File: config.mk
export PLATFORM = sky130hd
export DESIGN_NAME = jt6295_cmdgen
export DESIGN_NICKNAME = d
export VERILOG_FILES = /design/src/rtl/jt6295_pkg.sv /design/src/rtl/jt6295_cmdfifo.sv /design/src/rtl/jt6295_cmdgen.sv
export SDC_FILE = /design/constraint.sdc
export NUM_CORES = 1
export LEC_CHECK = 0
export BUFFER_PORTS_ARGS = -buffer_cell sky130_fd_sc_hd__buf_4
export CORE_MARGIN = 4
export CORE_UTILIZATION = 45
export DETAILED_ROUTE_END_ITERATION = 8
export HOLD_SLACK_MARGIN = 0.12
export PLACE_DENSITY = 0.71
export SLEW_MARGIN = 20
export SYNTH_ARGS = -nofsm -noshare
export SYNTH_HDL_FRONTEND = slang
export SYNTH_SLANG_ARGS = --single-unit
File: constraint.sdc
create_clock -name clk -period 3.56 [get_ports clk]
set_input_delay 0.534 -clock clk [delete_from_list [all_inputs] [get_ports clk]]
set_output_delay 0.534 -clock clk [all_outputs]
set_load 0.05 [all_outputs]
File: src/rtl/jt6295_pkg.sv
// rtl/jt6295_pkg.sv - shared state enum, request word and OKI command byte layout
package jt6295_pkg;

  typedef enum logic [2:0] {
    S_IDLE,
    S_WAIT,
    S_SETUP,
    S_LOW,
    S_HOLD,
    S_GAP
  } state_t;

  localparam int PLAY_BIT      = 7;
  localparam int STOP_MASK_LSB = 3;
  localparam int CH_MSB        = 7;
  localparam int ATT_LSB       = 0;

  typedef struct packed {
    logic       stop;
    logic [6:0] phrase;
    logic [3:0] mask;
    logic [3:0] att;
  } req_t;

  localparam int REQ_W = $bits(req_t);

  function automatic logic [7:0] play_byte(input logic [6:0] phrase);
    logic [7:0] b;
    b = '0;
    b[PLAY_BIT] = 1'b1;
    b[PLAY_BIT-1:0] = phrase;
    return b;
  endfunction

  // Bit 7 stays clear, which is what marks the byte as a stop
  function automatic logic [7:0] stop_byte(input logic [3:0] mask);
    logic [7:0] b;
    b = '0;
    b[STOP_MASK_LSB +: 4] = mask;
    return b;
  endfunction

  function automatic logic [7:0] att_byte(input logic [3:0] mask, input logic [3:0] att);
    logic [7:0] b;
    b = '0;
    b[CH_MSB -: 4] = mask;
    b[ATT_LSB +: 4] = att;
    return b;
  endfunction

endpackage

File: src/rtl/jt6295_cmdfifo.sv
// rtl/jt6295_cmdfifo.sv - request FIFO; the head word comes straight from the storage flops
module jt6295_cmdfifo
  import jt6295_pkg::*;
#(
  parameter int DEPTH = 4
) (
  input  logic rst,
  input  logic clk,
  input  logic i_wr,
  input  req_t i_wdata,
  input  logic i_rd,
  output req_t o_rdata,
  output logic o_full,
  output logic o_empty
);

  localparam int AW = $clog2(DEPTH);

  req_t          r_mem [DEPTH];
  logic [AW-1:0] r_wptr;
  logic [AW-1:0] r_rptr;
  logic [AW:0]   r_cnt;
  logic          w_do_wr;
  logic          w_do_rd;

  assign o_full  = (r_cnt == (AW+1)'(DEPTH));
  assign o_empty = (r_cnt == '0);
  // A read only ever sees a stored word, so a write into an empty FIFO is not visible this cycle
  assign w_do_rd = i_rd & ~o_empty;
  assign w_do_wr = i_wr & (~o_full | w_do_rd);
  assign o_rdata = r_mem[r_rptr];

  always_ff @(posedge clk) begin
    if (rst) begin
      r_wptr <= '0;
      r_rptr <= '0;
      r_cnt  <= '0;
    end else begin
      if (w_do_wr) begin
        r_mem[r_wptr] <= i_wdata;
        r_wptr        <= r_wptr + AW'(1);
      end
      if (w_do_rd) begin
        r_rptr <= r_rptr + AW'(1);
      end
      case ({w_do_wr, w_do_rd})
        2'b10:   r_cnt <= r_cnt + (AW+1)'(1);
        2'b01:   r_cnt <= r_cnt - (AW+1)'(1);
        default: r_cnt <= r_cnt;
      endcase
    end
  end

endmodule

File: src/rtl/jt6295_cmdgen.sv
// rtl/jt6295_cmdgen.sv - queues play/stop requests and serialises them onto the JT6295 write port
module jt6295_cmdgen
  import jt6295_pkg::*;
#(
  parameter int DEPTH     = 4,
  parameter int LOW_CYC   = 4,
  parameter int HOLD_CYC  = 2,
  parameter int GAP_CYC   = 8,
  parameter int WAIT_IDLE = 1,
  parameter int TMO_CYC   = 4096
) (
  input  logic       rst,
  input  logic       clk,
  input  logic       req_valid,
  output logic       req_ready,
  input  logic       req_stop,
  input  logic [6:0] req_phrase,
  input  logic [3:0] req_mask,
  input  logic [3:0] req_att,
  input  logic [3:0] busy,
  output logic [7:0] dout,
  output logic       wrn,
  output logic       pending,
  output logic       tmo,
  output logic       drop
);

  localparam int MAX_A = (LOW_CYC > HOLD_CYC) ? LOW_CYC : HOLD_CYC;
  localparam int MAX_B = (MAX_A > GAP_CYC) ? MAX_A : GAP_CYC;
  localparam int MAX_C = (MAX_B > TMO_CYC) ? MAX_B : TMO_CYC;
  localparam int CW    = $clog2(MAX_C + 1);

  localparam logic [CW-1:0] C_LOW  = CW'(LOW_CYC - 1);
  localparam logic [CW-1:0] C_HOLD = CW'(HOLD_CYC - 1);
  localparam logic [CW-1:0] C_GAP  = CW'(GAP_CYC - 1);
  localparam logic [CW-1:0] C_TMO  = CW'(TMO_CYC - 1);
  localparam logic          P_WAIT = (WAIT_IDLE != 0);

  state_t        r_state;
  state_t        w_state_nxt;
  logic [CW-1:0] r_cnt;
  logic [CW-1:0] w_cnt_nxt;
  logic          r_second;
  logic          w_second_nxt;
  req_t          r_req;
  req_t          w_req_nxt;
  logic [7:0]    r_dout;
  logic [7:0]    w_dout_nxt;
  logic          r_wrn;
  logic          r_tmo;
  logic          w_tmo_nxt;
  logic          r_drop;
  logic          r_rdy_en;
  logic          w_pop;
  logic          w_push;
  logic          w_full;
  logic          w_empty;
  req_t          w_in;
  req_t          w_head;

  assign w_in      = '{stop: req_stop, phrase: req_phrase, mask: req_mask, att: req_att};
  assign w_push    = req_valid & req_ready & (req_mask != 4'd0);
  assign req_ready = r_rdy_en & ~w_full;
  assign pending   = ~w_empty | (r_state != S_IDLE);
  assign dout      = r_dout;
  assign wrn       = r_wrn;
  assign tmo       = r_tmo;
  assign drop      = r_drop;

  jt6295_cmdfifo #(
    .DEPTH (DEPTH)
  ) u_fifo (
    .rst     (rst),
    .clk     (clk),
    .i_wr    (w_push),
    .i_wdata (w_in),
    .i_rd    (w_pop),
    .o_rdata (w_head),
    .o_full  (w_full),
    .o_empty (w_empty)
  );

  always_ff @(posedge clk) begin
    if (rst) begin
      r_state  <= S_IDLE;
      r_cnt    <= '0;
      r_second <= 1'b0;
      r_req    <= '0;
      r_dout   <= 8'h00;
      r_wrn    <= 1'b1;
      r_tmo    <= 1'b0;
      r_drop   <= 1'b0;
      r_rdy_en <= 1'b0;
    end else begin
      r_state  <= w_state_nxt;
      r_cnt    <= w_cnt_nxt;
      r_second <= w_second_nxt;
      r_req    <= w_req_nxt;
      r_dout   <= w_dout_nxt;
      r_wrn    <= (w_state_nxt != S_LOW);
      r_tmo    <= w_tmo_nxt;
      r_drop   <= req_valid & req_ready & (req_mask == 4'd0);
      r_rdy_en <= 1'b1;
    end
  end

  always_comb begin
    w_state_nxt  = r_state;
    w_cnt_nxt    = r_cnt;
    w_second_nxt = r_second;
    w_req_nxt    = r_req;
    w_dout_nxt   = r_dout;
    w_tmo_nxt    = 1'b0;
    w_pop        = 1'b0;
    case (r_state)
      S_IDLE: begin
        if (!w_empty) begin
          w_pop        = 1'b1;
          w_req_nxt    = w_head;
          w_cnt_nxt    = '0;
          w_second_nxt = 1'b0;
          // Stops skip the busy check so a channel can always be silenced at once
          if (w_head.stop) begin
            w_dout_nxt  = stop_byte(w_head.mask);
            w_state_nxt = S_SETUP;
          end else if (P_WAIT && ((busy & w_head.mask) != 4'd0)) begin
            w_state_nxt = S_WAIT;
          end else begin
            w_dout_nxt  = play_byte(w_head.phrase);
            w_state_nxt = S_SETUP;
          end
        end
      end
      S_WAIT: begin
        if ((busy & r_req.mask) == 4'd0) begin
          w_dout_nxt  = play_byte(r_req.phrase);
          w_state_nxt = S_SETUP;
        end else if (r_cnt == C_TMO) begin
          w_tmo_nxt   = 1'b1;
          w_dout_nxt  = play_byte(r_req.phrase);
          w_state_nxt = S_SETUP;
        end else begin
          w_cnt_nxt = r_cnt + CW'(1);
        end
      end
      S_SETUP: begin
        w_cnt_nxt   = '0;
        w_state_nxt = S_LOW;
      end
      S_LOW: begin
        if (r_cnt == C_LOW) begin
          w_cnt_nxt   = '0;
          w_state_nxt = S_HOLD;
        end else begin
          w_cnt_nxt = r_cnt + CW'(1);
        end
      end
      S_HOLD: begin
        if (r_cnt == C_HOLD) begin
          w_cnt_nxt   = '0;
          w_state_nxt = S_GAP;
        end else begin
          w_cnt_nxt = r_cnt + CW'(1);
        end
      end
      S_GAP: begin
        if (r_cnt == C_GAP) begin
          w_cnt_nxt = '0;
          if (!r_req.stop && !r_second) begin
            w_second_nxt = 1'b1;
            w_dout_nxt   = att_byte(r_req.mask, r_req.att);
            w_state_nxt  = S_SETUP;
          end else begin
            w_second_nxt = 1'b0;
            w_state_nxt  = S_IDLE;
          end
        end else begin
          w_cnt_nxt = r_cnt + CW'(1);
        end
      end
      default: begin
        w_state_nxt = S_IDLE;
      end
    endcase
  end

endmodule

==> qor.csv <==
stage,metric,value,unit
status,run status,"finished, final reports clean",
synth,complex-gate fraction of the synthesized area,9.350,%
power_and_ir_drop,Internal Power,3.139,mW
timing,Fin. Hold Viols,0,
timing,Tmin final,2.660,ns
clock_tree,H-tree Lvls,4,
placed_design,I/O Buffers,35,
synth,Adder-Cell Fraction of Synth Area,2.116,%
synth,simple-gate share of the synthesized area,13.36,%
finish,Non-Filler Instances,612,
flow_run,MaxCap Viol Count,0,
worst_hold_path,worst hold path type,primary input to register,
power_and_ir_drop,clock share of power,32.0,%
synth,Post-Syn Instances,423,
finish,layout cells sized above 1,19.70,%
synth,Syn Area/Cell,12.02,um^2
floorplan,Core Rows,38,
clock_tree,Inserted Clock Buffers,17,
timing,period utilization,74.72,%
clock_tree,post-CTS sizing,0,
global_routing,vias in the first global route,3271,
synth,mux contribution to synthesized area,10.01,%
finish,ant diodes,0,
timing,Fin Setup TNS,0,ns
routing,Via density,5.493,
placed_design,Placed Cells incl. Taps,580,
clock_tree,"Hold-fix buffers, CTS",0,
clock_tree,TritonCTS clock tree,yes,
worst_setup_path,Crit Path Max Fanout,18,
power_and_ir_drop,Leak Pwr,2.101,nW
clock_tree,clock sink total,118,
floorplan,die width,114.3,um
timing,setup violators final,0,
worst_setup_path,crit path cell chain,buf_4 > nor3_1 > nand2b_1 > buf_4 > inv_1 > ha_1 > inv_1 > fa_1 > xor2_1 > or3_1 > a21oi_1,
timing,clock skew,0.008302,ns
routing,drt pass-1 iters,4,
power_and_ir_drop,Gate power share,32.6,%
floorplan,initial core utilization,46.50,%
power_and_ir_drop,Seq pwr share,35.4,%
timing,max-slew violations,0,
placed_design,Setup WS pre-CTS,0.7867,ns
clock_tree,Clock Tree Root,clkbuf_16,
power_and_ir_drop,sw frac,36.72,%
timing,hold_ws,0.3154,ns
floorplan,die area,13060,um^2
finish,Final Cell Area,5993,um^2
routing,number of routed nets with antenna violations,0,
floorplan,Die Y,114.3,um
worst_setup_path,"CP delay by family, top",simple AND/OR/NAND/NOR gates,
synth,Synthesized Nets,454,
routing,Post-Route WL,10210,um
routing,initial detailed-routing violation count,262,
placed_design,Post-Place Cell Area,5439,um^2
global_routing,initial antenna violation count,0,
worst_setup_path,Critical Path AT,3.00,ns
finish,Syn-to-layout area delta,17.86,%
worst_setup_path,CP max stage delay,0.50,ns
worst_setup_path,Setup CP Type,register to register,
worst_setup_path,CP startpoint kind,register,
synth,YS warnings,0,
synth,largest family of logic cells by synthesized area,simple AND/OR/NAND/NOR gates,
global_routing,largest net degree at the start of global routing,41,
synth,Yosys reg bits,118,
worst_setup_path,crit end category,register,
floorplan,I/O pin total,36,
global_routing,first-pass GRT wire length,16530,um
timing,setup ws final,0.8998,ns
worst_setup_path,"Req. time, crit path",3.90,ns
timing,Worst slew margin,28.08,%
timing,Tightest Pin Transition,1.077,ns
synth,register area share after synthesis,59.06,%
power_and_ir_drop,Pwr per Cell Area,827.6,nW/um^2
synth,"Async S/R FF share, synth",0,%
synth,Post-Synth XOR/XNOR Area,2.756,%
clock_tree,maximum clock path buffer count,2,
clock_tree,Worst-path clk slew,0.06,ns
global_routing,total track usage,16.48,%
synth,Post-synth EDFFs,64,
clock_tree,clk_lat worst skew,0.41,ns
floorplan,CORE AREA,10940,um^2
clock_tree,Setup Buffers After CTS,0,
global_routing,grt total ovfl,0,
finish,fin nets,490,
synth,"Distinct cells, synth",54,
routing,# DRC,0,
timing,max frequency,375.9,MHz
power_and_ir_drop,Net Sw Power,1.821,mW
synth,most common flop cell mapped by yosys,edfxtp_1,
timing,unrepaired setup endpoints after global routing,no,
synth,Post-Syn Area,5085,um^2
routing,via count,3362,
worst_setup_path,CP bufs+invs,4,
placed_design,hpwl dp,6821,um
worst_setup_path,Crit-path slowest cell,nor3_1,
routing,post-DR wirelength/cell,16.68,um
placed_design,gpl congestion,0.7621,
power_and_ir_drop,peak supply drop,669.7,uV
==> flip-flops by register name (all words and copies together) (netlist names), named ones only <==
name           cells
r_req             16
r_second           1
r_rdy_en           1
u_fifo.r_mem      64
drop               1
r_state            3
u_fifo.r_cnt       3
wrn                1
u_fifo.r_wptr      2
r_cnt             13
u_fifo.r_rptr      2
dout               8
tmo                1
==> path summary, 6_finish.rpt <==
kind,end,cells past startpoint,start,slack [ns]
max,u_fifo.r_cnt[2]$_SDFFE_PP0P_,11,r_state[2]$_SDFF_PP0_,0.90
min,u_fifo.r_mem[0][0]$_DFFE_PP_,1,req_att[0],0.32
max reg2reg,u_fifo.r_cnt[2]$_SDFFE_PP0P_,11,r_state[2]$_SDFF_PP0_,0.90
min reg2reg,r_req[10]$_SDFFE_PP0P_,2,r_req[10]$_SDFFE_PP0P_,0.46
==> final cells by class <==
cell class	count	area [um^2]
clock buffers	17	425.4
clock inverters	15	128.9
fillers	922	4942
inverters	11	41.29
multi-input cells	270	1912
flip-flops and latches	118	3003
well taps	140	175.2
repair buffers	41	307.8
==> per-stage QoR <==
step	utilization [%]	power [mW]
after floorplan	-	3.052
after global placement	49.74	3.337
after detailed placement	49.74	3.386
after CTS	54.81	4.987
after global routing	54.81	5.256
final	54.81	4.960
==> Yosys cell counts, types with 3 or more instances <==
| cell | n | area (um^2) |
|---|---|---|
| edfxtp_1 | 64 | 1922 |
| dfxtp_1 | 54 | 1081 |
| nand2_1 | 48 | 180.2 |
| a21oi_1 | 36 | 180.2 |
| nor2_1 | 30 | 112.6 |
| mux2i_1 | 16 | 160.2 |
| mux4_2 | 14 | 315.3 |
| xor2_1 | 13 | 113.9 |
| nand3_1 | 12 | 60.06 |
| inv_1 | 11 | 41.29 |
| clkbuf_1 | 9 | 33.78 |
| o21ai_0 | 9 | 45.04 |
| nand4_1 | 8 | 50.05 |
| and2_1 | 7 | 43.79 |
| and3_1 | 7 | 43.79 |
| buf_2 | 7 | 35.03 |
| ha_1 | 7 | 87.58 |
| nor3b_1 | 5 | 37.54 |
| a311oi_1 | 4 | 35.03 |
| nor2b_1 | 4 | 25.02 |
| a211oi_1 | 3 | 22.52 |
| a31oi_1 | 3 | 18.77 |
| buf_1 | 3 | 11.26 |
| buf_6 | 3 | 33.78 |
| mux2_2 | 3 | 33.78 |
| nand2b_1 | 3 | 18.77 |
| nor3_1 | 3 | 15.01 |
| nor4_1 | 3 | 18.77 |
| xnor2_1 | 3 | 26.28 |
==> placed cells by master (no fill, tap or decap), types with 11 or more instances in the layout <==
cell and instances:
clkbuf_16 17, mux2i_1 16, nand3_1 12, nand2_1 48, a21oi_1 36, edfxtp_1 64, xor2_1 13, mux4_2 14
nor2_1 30, inv_1 11, dfxtp_1 54, buf_4 41
==> routing by layer <==
layer	up-vias	track usage [%]	wire (um)	share of wire (%)
li1	1632	-	-	-
met1	1650	21.82	4720	46
met2	73	25.49	4933	48
met3	7	4.493	459	4.5
met4	0	7.205	93	0.91
met5	-	0	0	0
==> kinds of logic (layout without fill, tap and decap cells) <==
| family | count (synthesis) | count (layout) |
|---|---|---|
| AND/OR/NAND/NOR | 139 | 139 |
| flip-flops | 118 | 118 |
| buffers and inverters | 35 | 84 |
| AO/OA/AOI/OAI | 74 | 74 |
| multiplexers | 33 | 33 |
| XOR/XNOR | 16 | 16 |
| adder cells (fa/ha/maj) | 8 | 8 |
==> power by group through the flow <==
stage	sequential [mW]	combinational, mW	clock (mW)
2_1_floorplan	1.84	1.21	0
3_3_place_gp	1.77	1.56	0
3_5_place_dp	1.78	1.60	0
4_1_cts	1.76	1.62	1.61
5_1_grt	1.78	1.79	1.68
6_report	1.75	1.62	1.59
Note: power is estimated with default switching activity, not from simulation.
